$ cat src/rtl/local_port_ingress_buffer_pkg.sv
// Shared types for the local-port ingress buffer: packet layout and egress state encoding.
package local_port_ingress_buffer_pkg;

    localparam int DATA_W   = 32;
    localparam int DIM_W    = 4;
    localparam int PKT_ID_W = 10;
    localparam int MOD_ID_W = 6;

    // Packet layout, MSB first. The buffer carries packets opaquely; this is for reference/debug.
    typedef struct packed {
        logic [DIM_W-1:0]    x_dst;
        logic [DIM_W-1:0]    y_dst;
        logic [DIM_W-1:0]    x_src;
        logic [DIM_W-1:0]    y_src;
        logic [PKT_ID_W-1:0] packet_id;
        logic [MOD_ID_W-1:0] module_id;
    } noc_pkt_t;

    typedef enum logic {
        E_IDLE = 1'b0,
        E_WAIT = 1'b1
    } egress_state_t;

endpackage

$ cat src/rtl/local_port_ingress_buffer_fifo.sv
// Small synchronous FIFO: storage, wrapping pointers and an occupancy count of 0..DEPTH.
module local_port_ingress_buffer_fifo #(
    parameter int DW     = 32,
    parameter int DEPTH  = 4,
    parameter int ADDR_W = 2
) (
    input  logic              clk,
    input  logic              reset,
    input  logic              i_push,
    input  logic              i_pop,
    input  logic [DW-1:0]     i_wdata,
    output logic [DW-1:0]     o_rdata,
    output logic [ADDR_W:0]   o_count,
    output logic              o_full,
    output logic              o_empty
);

    logic [DW-1:0]     r_mem [DEPTH];
    logic [ADDR_W-1:0] r_wr_ptr;
    logic [ADDR_W-1:0] r_rd_ptr;
    logic [ADDR_W:0]   r_count;

    // Storage write; contents need no reset because the count gates every read.
    always_ff @(posedge clk) begin
        if (i_push) begin
            r_mem[r_wr_ptr] <= i_wdata;
        end
    end

    // Pointer and occupancy bookkeeping; push and pop in one cycle leave the count unchanged.
    always_ff @(posedge clk) begin
        if (reset) begin
            r_wr_ptr <= '0;
            r_rd_ptr <= '0;
            r_count  <= '0;
        end else begin
            if (i_push) begin
                r_wr_ptr <= r_wr_ptr + ADDR_W'(1);
            end
            if (i_pop) begin
                r_rd_ptr <= r_rd_ptr + ADDR_W'(1);
            end
            case ({i_push, i_pop})
                2'b10:   r_count <= r_count + (ADDR_W+1)'(1);
                2'b01:   r_count <= r_count - (ADDR_W+1)'(1);
                default: r_count <= r_count;
            endcase
        end
    end

    assign o_rdata = r_mem[r_rd_ptr];
    assign o_count = r_count;
    assign o_full  = (r_count == (ADDR_W+1)'(DEPTH));
    assign o_empty = (r_count == '0);

endmodule

$ cat src/rtl/local_port_ingress_buffer.sv
// Ingress buffer between a PE injector and the router local input.
// Accepts packets with a one-cycle grant pulse, queues them, and re-requests toward the router.
module local_port_ingress_buffer
    import local_port_ingress_buffer_pkg::*;
#(
    parameter int dataWidth = DATA_W,
    parameter int DEPTH     = 4,
    parameter int ADDR_W    = 2
) (
    input  logic                 clk,
    input  logic                 reset,
    input  logic                 ReqUpStr,
    input  logic [dataWidth-1:0] PacketIn,
    output logic                 GntUpStr,
    output logic                 UpStrFull,
    output logic                 ReqDnStr,
    output logic [dataWidth-1:0] PacketOut,
    input  logic                 GntDnStr,
    input  logic                 DnStrFull,
    output logic [15:0]          PktInCnt,
    output logic [15:0]          PktOutCnt
);

    logic                 r_gnt_up;
    logic                 r_req_dn;
    logic [dataWidth-1:0] r_pkt_out;
    logic [15:0]          r_in_cnt;
    logic [15:0]          r_out_cnt;
    egress_state_t        r_state;

    logic                 w_push;
    logic                 w_pop;
    logic [dataWidth-1:0] w_head;
    logic [ADDR_W:0]      w_count;
    logic                 w_full;
    logic                 w_empty;

    // The grant term stops a second write while the injector still holds Req after its grant.
    assign w_push = ReqUpStr & ~r_gnt_up & ~w_full;
    assign w_pop  = (r_state == E_WAIT) & GntDnStr;

    local_port_ingress_buffer_fifo #(
        .DW     (dataWidth),
        .DEPTH  (DEPTH),
        .ADDR_W (ADDR_W)
    ) u_fifo (
        .clk     (clk),
        .reset   (reset),
        .i_push  (w_push),
        .i_pop   (w_pop),
        .i_wdata (PacketIn),
        .o_rdata (w_head),
        .o_count (w_count),
        .o_full  (w_full),
        .o_empty (w_empty)
    );

    // Ingress grant pulse and accepted-packet counter.
    always_ff @(posedge clk) begin
        if (reset) begin
            r_gnt_up <= 1'b0;
            r_in_cnt <= '0;
        end else begin
            r_gnt_up <= w_push;
            if (w_push) begin
                r_in_cnt <= r_in_cnt + 16'd1;
            end
        end
    end

    // Egress FSM: latch the head and request; once requested, wait for the grant regardless of DnStrFull.
    always_ff @(posedge clk) begin
        if (reset) begin
            r_state   <= E_IDLE;
            r_req_dn  <= 1'b0;
            r_pkt_out <= '0;
            r_out_cnt <= '0;
        end else begin
            case (r_state)
                E_IDLE: begin
                    if (!w_empty && !DnStrFull) begin
                        r_pkt_out <= w_head;
                        r_req_dn  <= 1'b1;
                        r_state   <= E_WAIT;
                    end
                end
                E_WAIT: begin
                    if (GntDnStr) begin
                        r_req_dn  <= 1'b0;
                        r_out_cnt <= r_out_cnt + 16'd1;
                        r_state   <= E_IDLE;
                    end
                end
                default: begin
                    r_req_dn <= 1'b0;
                    r_state  <= E_IDLE;
                end
            endcase
        end
    end

    assign GntUpStr  = r_gnt_up;
    assign UpStrFull = (w_count == (ADDR_W+1)'(DEPTH));
    assign ReqDnStr  = r_req_dn;
    assign PacketOut = r_pkt_out;
    assign PktInCnt  = r_in_cnt;
    assign PktOutCnt = r_out_cnt;

endmodule

$ cat config.mk
export PLATFORM = sky130hd
export DESIGN_NAME = local_port_ingress_buffer
export DESIGN_NICKNAME = d
export VERILOG_FILES = /design/src/rtl/local_port_ingress_buffer_pkg.sv /design/src/rtl/local_port_ingress_buffer_fifo.sv /design/src/rtl/local_port_ingress_buffer.sv
export SDC_FILE = /design/constraint.sdc
export NUM_CORES = 1
export LEC_CHECK = 0
export ABC_CLOCK_PERIOD_IN_PS = 2240
export BUFFER_PORTS_ARGS = -buffer_cell sky130_fd_sc_hd__buf_2
export CAP_MARGIN = 15
export CORE_UTILIZATION = 35
export DETAILED_ROUTE_END_ITERATION = 6
export GPL_TIMING_DRIVEN = 0
export PLACE_DENSITY = 0.62
export SYNTH_ARGS = -nofsm -noshare
export SYNTH_HDL_FRONTEND = slang
export SYNTH_SLANG_ARGS = --single-unit
$ cat constraint.sdc
create_clock -name clk -period 2.24 [get_ports clk]
set_input_delay 0.224 -clock clk [delete_from_list [all_inputs] [get_ports clk]]
set_output_delay 0.224 -clock clk [all_outputs]
set_load 0.02 [all_outputs]
==> metrics.md <==
| Metric | Value |
|---|---|
| Global route overflow | 0 |
| Worst EP arrival | 2540 ps |
| Starting Density | 36.0% |
| Post-synth top flop | edfxtp_1 |
| Cell taking the most area after synthesis | edfxtp_1 |
| Hold WS | around 77 ps |
| Hold Path End | r_state$_SDFF_PP0_ |
| Final critical-path share of the clock period | 95.1% |
| Post-synth ARST share | 0% |
| Area grow syn2layout | 26.9% |
| Hold Startpoint | GntDnStr |
| Number of buffers added on ports | approximately 100 |
| Critical path class | register to register |
| Detailed Place HPWL | ~10000 um |
| Post-Route WL | between 15000 and 20000 um |
| Htree depth | 1 |
| Drt first-iter violations | 208 |
| Ant diodes | 0 |
| Clk buf depth | 3 |
| Hold Path Cell Cnt | 3 |
| Sequential Area | 5330 um2 |
| Post-layout power | between 8 and 9 mW |
| Slew Viols, Final | 0 |
| Worst Path Max Fanout | 7 |
| DRC | 0 |
| Synthesized area per cell | ~15 um2 |
| Cell row count | between 50 and 60 |
| EDFF count, synth | around 130 |
| I/O Pins | ~100 |
| PwrDens | 897 nW/um2 |
| Slew margin rel. | approximately 54% |
| Cell variety after synth | 36 |
| Critical-path top delay cell | fa_1 |
| Global-route wire length before repair | 25300 um |
| DR pass1 iterations | 4 |
| Final setup viols | 0 |
| R2R Path End | u_fifo.o_count[2]$_SDFFE_PP0P_ |
| Die width | about 150 um |
| CTS tree | built |
| Unrepaired setup endpoints after global routing | false |
| DRT antenna net count | 0 |
| Total track usage | 14.6% |
| Detailed-route via count | 4711 |
| DR WL/cell | 16.3 um |
| Warnings, synthesis | 0 |
| Flops & latches, synth | between 200 and 250 |
| Root Buffer Master | clkbuf_16 |
| Clock Sinks | 202 |
| GP Congestion | just over 0.8 |
| Max Cap Viol | 0 |
| Num CTS Buffers | 23 |
| Worst skew pair latency | roughly 500 ps |
| Crit path time final | around 2100 ps |
| Synthesized Nets | ~570 |
| Area of the multi-input gates | 2200 um2 |
| Final Instance Area | ~9700 um2 |
| DR vias/cell | ~4.8 |
| Max incr delay on CP | 390 ps |
| Startpoint types | register |
| Post-Syn Instances | 524 |
| Hold Vio Cnt, Final | 0 |
| Filler cell count | ~1900 |
| R2R cell count | 7 |
| Clk slew on worst S/H paths | 60 ps |
| Largest net degree at the start of global routing | 33 |
| Class of the worst hold path | input port to register |
| Setup crit end kind | register |
| Layout cell share with drive strength beyond 1 | 27.7% |
| Post-synthesis sequential area ratio | a little over two thirds |
| Die outline height | between 100 and 150 um |
| Peak supply drop | 0.000563 V |
| Die area | 22400 um2 |
| Cell Area, Synth | about 7600 um2 |
| Outcome | finished, final reports clean |
| Vias in the first global route | approximately 4800 |
| Leakage | between 3 and 4 nW |
| Antenna violations before repair | 0 |
| CP Data Required Time | 2650 ps |
| DP Area | roughly 8600 um2 |
| Final #Nets | ~740 |
| Synth area leaders | edfxtp_1, dfxtp_1, mux4_2, nand2_1, a21oi_1 |
| Fmax | about 470 MHz |
| Worst-path cell chain | nand2_1 > clkinv_1 > ha_1 > fa_1 > xnor2_1 > or3_1 > a21oi_1 |
| R2r setup slk | around 110 ps |
| Share of the synthesized area in the top cell type | around half |
| Worst r2r src | r_state$_SDFF_PP0_ |
| Clk_skew | slightly below 7 ps |
| Core area | 21200 um2 |
| Least-Margin Pin Slew | just under 700 ps |
cells in the final DEF (no fill, tap or decap), types with 6 or more instances in the layout:
cell type / Yosys / final
or3_1: 8 / 8
nor3_1: 9 / 9
nand2_1: 76 / 76
a21oi_1: 43 / 43
nand3_1: 12 / 12
ha_1: 7 / 7
o21ai_0: 7 / 7
nand4_1: 6 / 6
buf_2: 5 / 107
clkbuf_16: 0 / 23
nor2_1: 33 / 33
edfxtp_1: 128 / 128
xnor2_1: 19 / 19
mux4_2: 32 / 32
clkbuf_1: 17 / 24
dlygate4sd3_1: 0 / 32
xor2_1: 6 / 6
dfxtp_1: 74 / 73
worst max-delay path: cells and delay by family (launching register included):
family | cells | cell delay [ps]
adders and majority gates | 2 | 730
and+or+nand+nor | 2 | 420
DFF | 1 | 350
buffers and inverters | 1 | 260
xor gates and xnor gates | 1 | 150
AOI/OAI and AO/OA | 1 | 140
stage by stage:
stage | instances | worst slack (ps) | TNS, ps | utilization, %
2_1_floorplan | 524 | 54.2 | 0 | -
3_3_place_gp | 902 | -628 | -78140 | 40.1
3_5_place_dp | 906 | -220 | -418 | 40.6
4_1_cts | 980 | 14.5 | 0 | 45.6
5_1_grt | 982 | 4.26 | 0 | 45.7
6_report | 982 | 110 | 0 | 45.7
report_power, final:
part	internal (mW)	total, mW	switching [mW]
Sequential	4.17	4.25	0.0860
Clock	2.24	3.63	1.39
Combinational	0.334	0.821	0.487
routing by layer:
metal  part of all wire [%]  vias up  wire, um  global-route usage [%]
met5                      0        -         0                       0
met4                    1.2        0       195                    3.23
met3                    5.6       18       889                    2.96
met2                     50      118      8020                    25.8
met1                     43     2316      6890                    18.3
li1                       -     2259         -                       -
worst max path at each step:
| stage | slack, ps | end | depth (start not counted) | start |
|---|---|---|---|---|
| global route | 4 | u_fifo.o_count[2]$_SDFFE_PP0P_ | 7 | r_state$_SDFF_PP0_ |
| CTS | 10 | u_fifo.o_count[2]$_SDFFE_PP0P_ | 9 | u_fifo.o_count[2]$_SDFFE_PP0P_ |
| finish | 110 | u_fifo.o_count[2]$_SDFFE_PP0P_ | 7 | r_state$_SDFF_PP0_ |
| detailed placement | -220 | u_fifo.o_count[2]$_SDFFE_PP0P_ | 9 | u_fifo.o_count[0]$_SDFFE_PP0P_ |
| global placement | -630 | u_fifo.r_mem[0][23]$_DFFE_PP_ | 4 | u_fifo.o_count[0]$_SDFFE_PP0P_ |
| floorplan | 50 | u_fifo.o_count[2]$_SDFFE_PP0P_ | 9 | u_fifo.o_count[0]$_SDFFE_PP0P_ |
cells in the mapped netlist (2+ instances only):
master / n
edfxtp_1: 128
xor2_1: 6
mux2_2: 4
nor2_1: 33
or3_4: 2
dfxtp_1: 74
mux2i_1: 2
nor3_1: 9
mux4_2: 32
a21oi_1: 43
or3_1: 8
inv_1: 5
nand3_1: 12
nand2_1: 76
ha_1: 7
o21ai_0: 7
and4_1: 2
nor4b_1: 2
buf_2: 5
nand4_1: 6
nand2b_1: 2
nor4_1: 3
buf_6: 2
nor3b_1: 2
clkbuf_1: 17
nor2b_1: 4
and2_1: 4
xnor2_1: 19
registers in the layout, summed over array words and instances, names as in the netlist:
| name | count |
|---|---|
| u_fifo.o_count | 3 |
| PacketOut | 32 |
| PktInCnt | 16 |
| u_fifo.r_wr_ptr | 2 |
| ReqDnStr | 1 |
| GntUpStr | 1 |
| u_fifo.r_mem | 128 |
| r_state | 1 |
| u_fifo.r_rd_ptr | 2 |
| PktOutCnt | 16 |
kinds of logic after synthesis:
| kind of cell | synth area share, % |
|---|---|
| buffers and inverters | 1.87 |
| AOI/OAI and AO/OA | 3.27 |
| DFF | 69.7 |
| muxes | 10.3 |
| xor gates and xnor gates | 2.86 |
| and+or+nand+nor | 10.7 |
| adders and majority gates | 1.41 |
cell type report:
| type | count | area share [%] |
|---|---|---|
| buffer | 24 | 1.19 |
| clock buffer | 30 | 6.20 |
| clock inverter | 11 | 1.39 |
| inverter | 6 | 0.232 |
| multi-input combinational | 291 | 22.7 |
| sequential | 202 | 54.9 |
| tap | 275 | 3.55 |
| timing repair buffer | 143 | 9.90 |
what timing repair did:
item	in CTS	in global routing
resized for setup	2	1
pin swaps	1	0
hold buffers	32	0
hold endpoints to repair	128	0
setup endpoints to repair	2	2
setup buffers	1	3
gates cloned	0	0
Note: power is estimated with default switching activity, not from simulation.
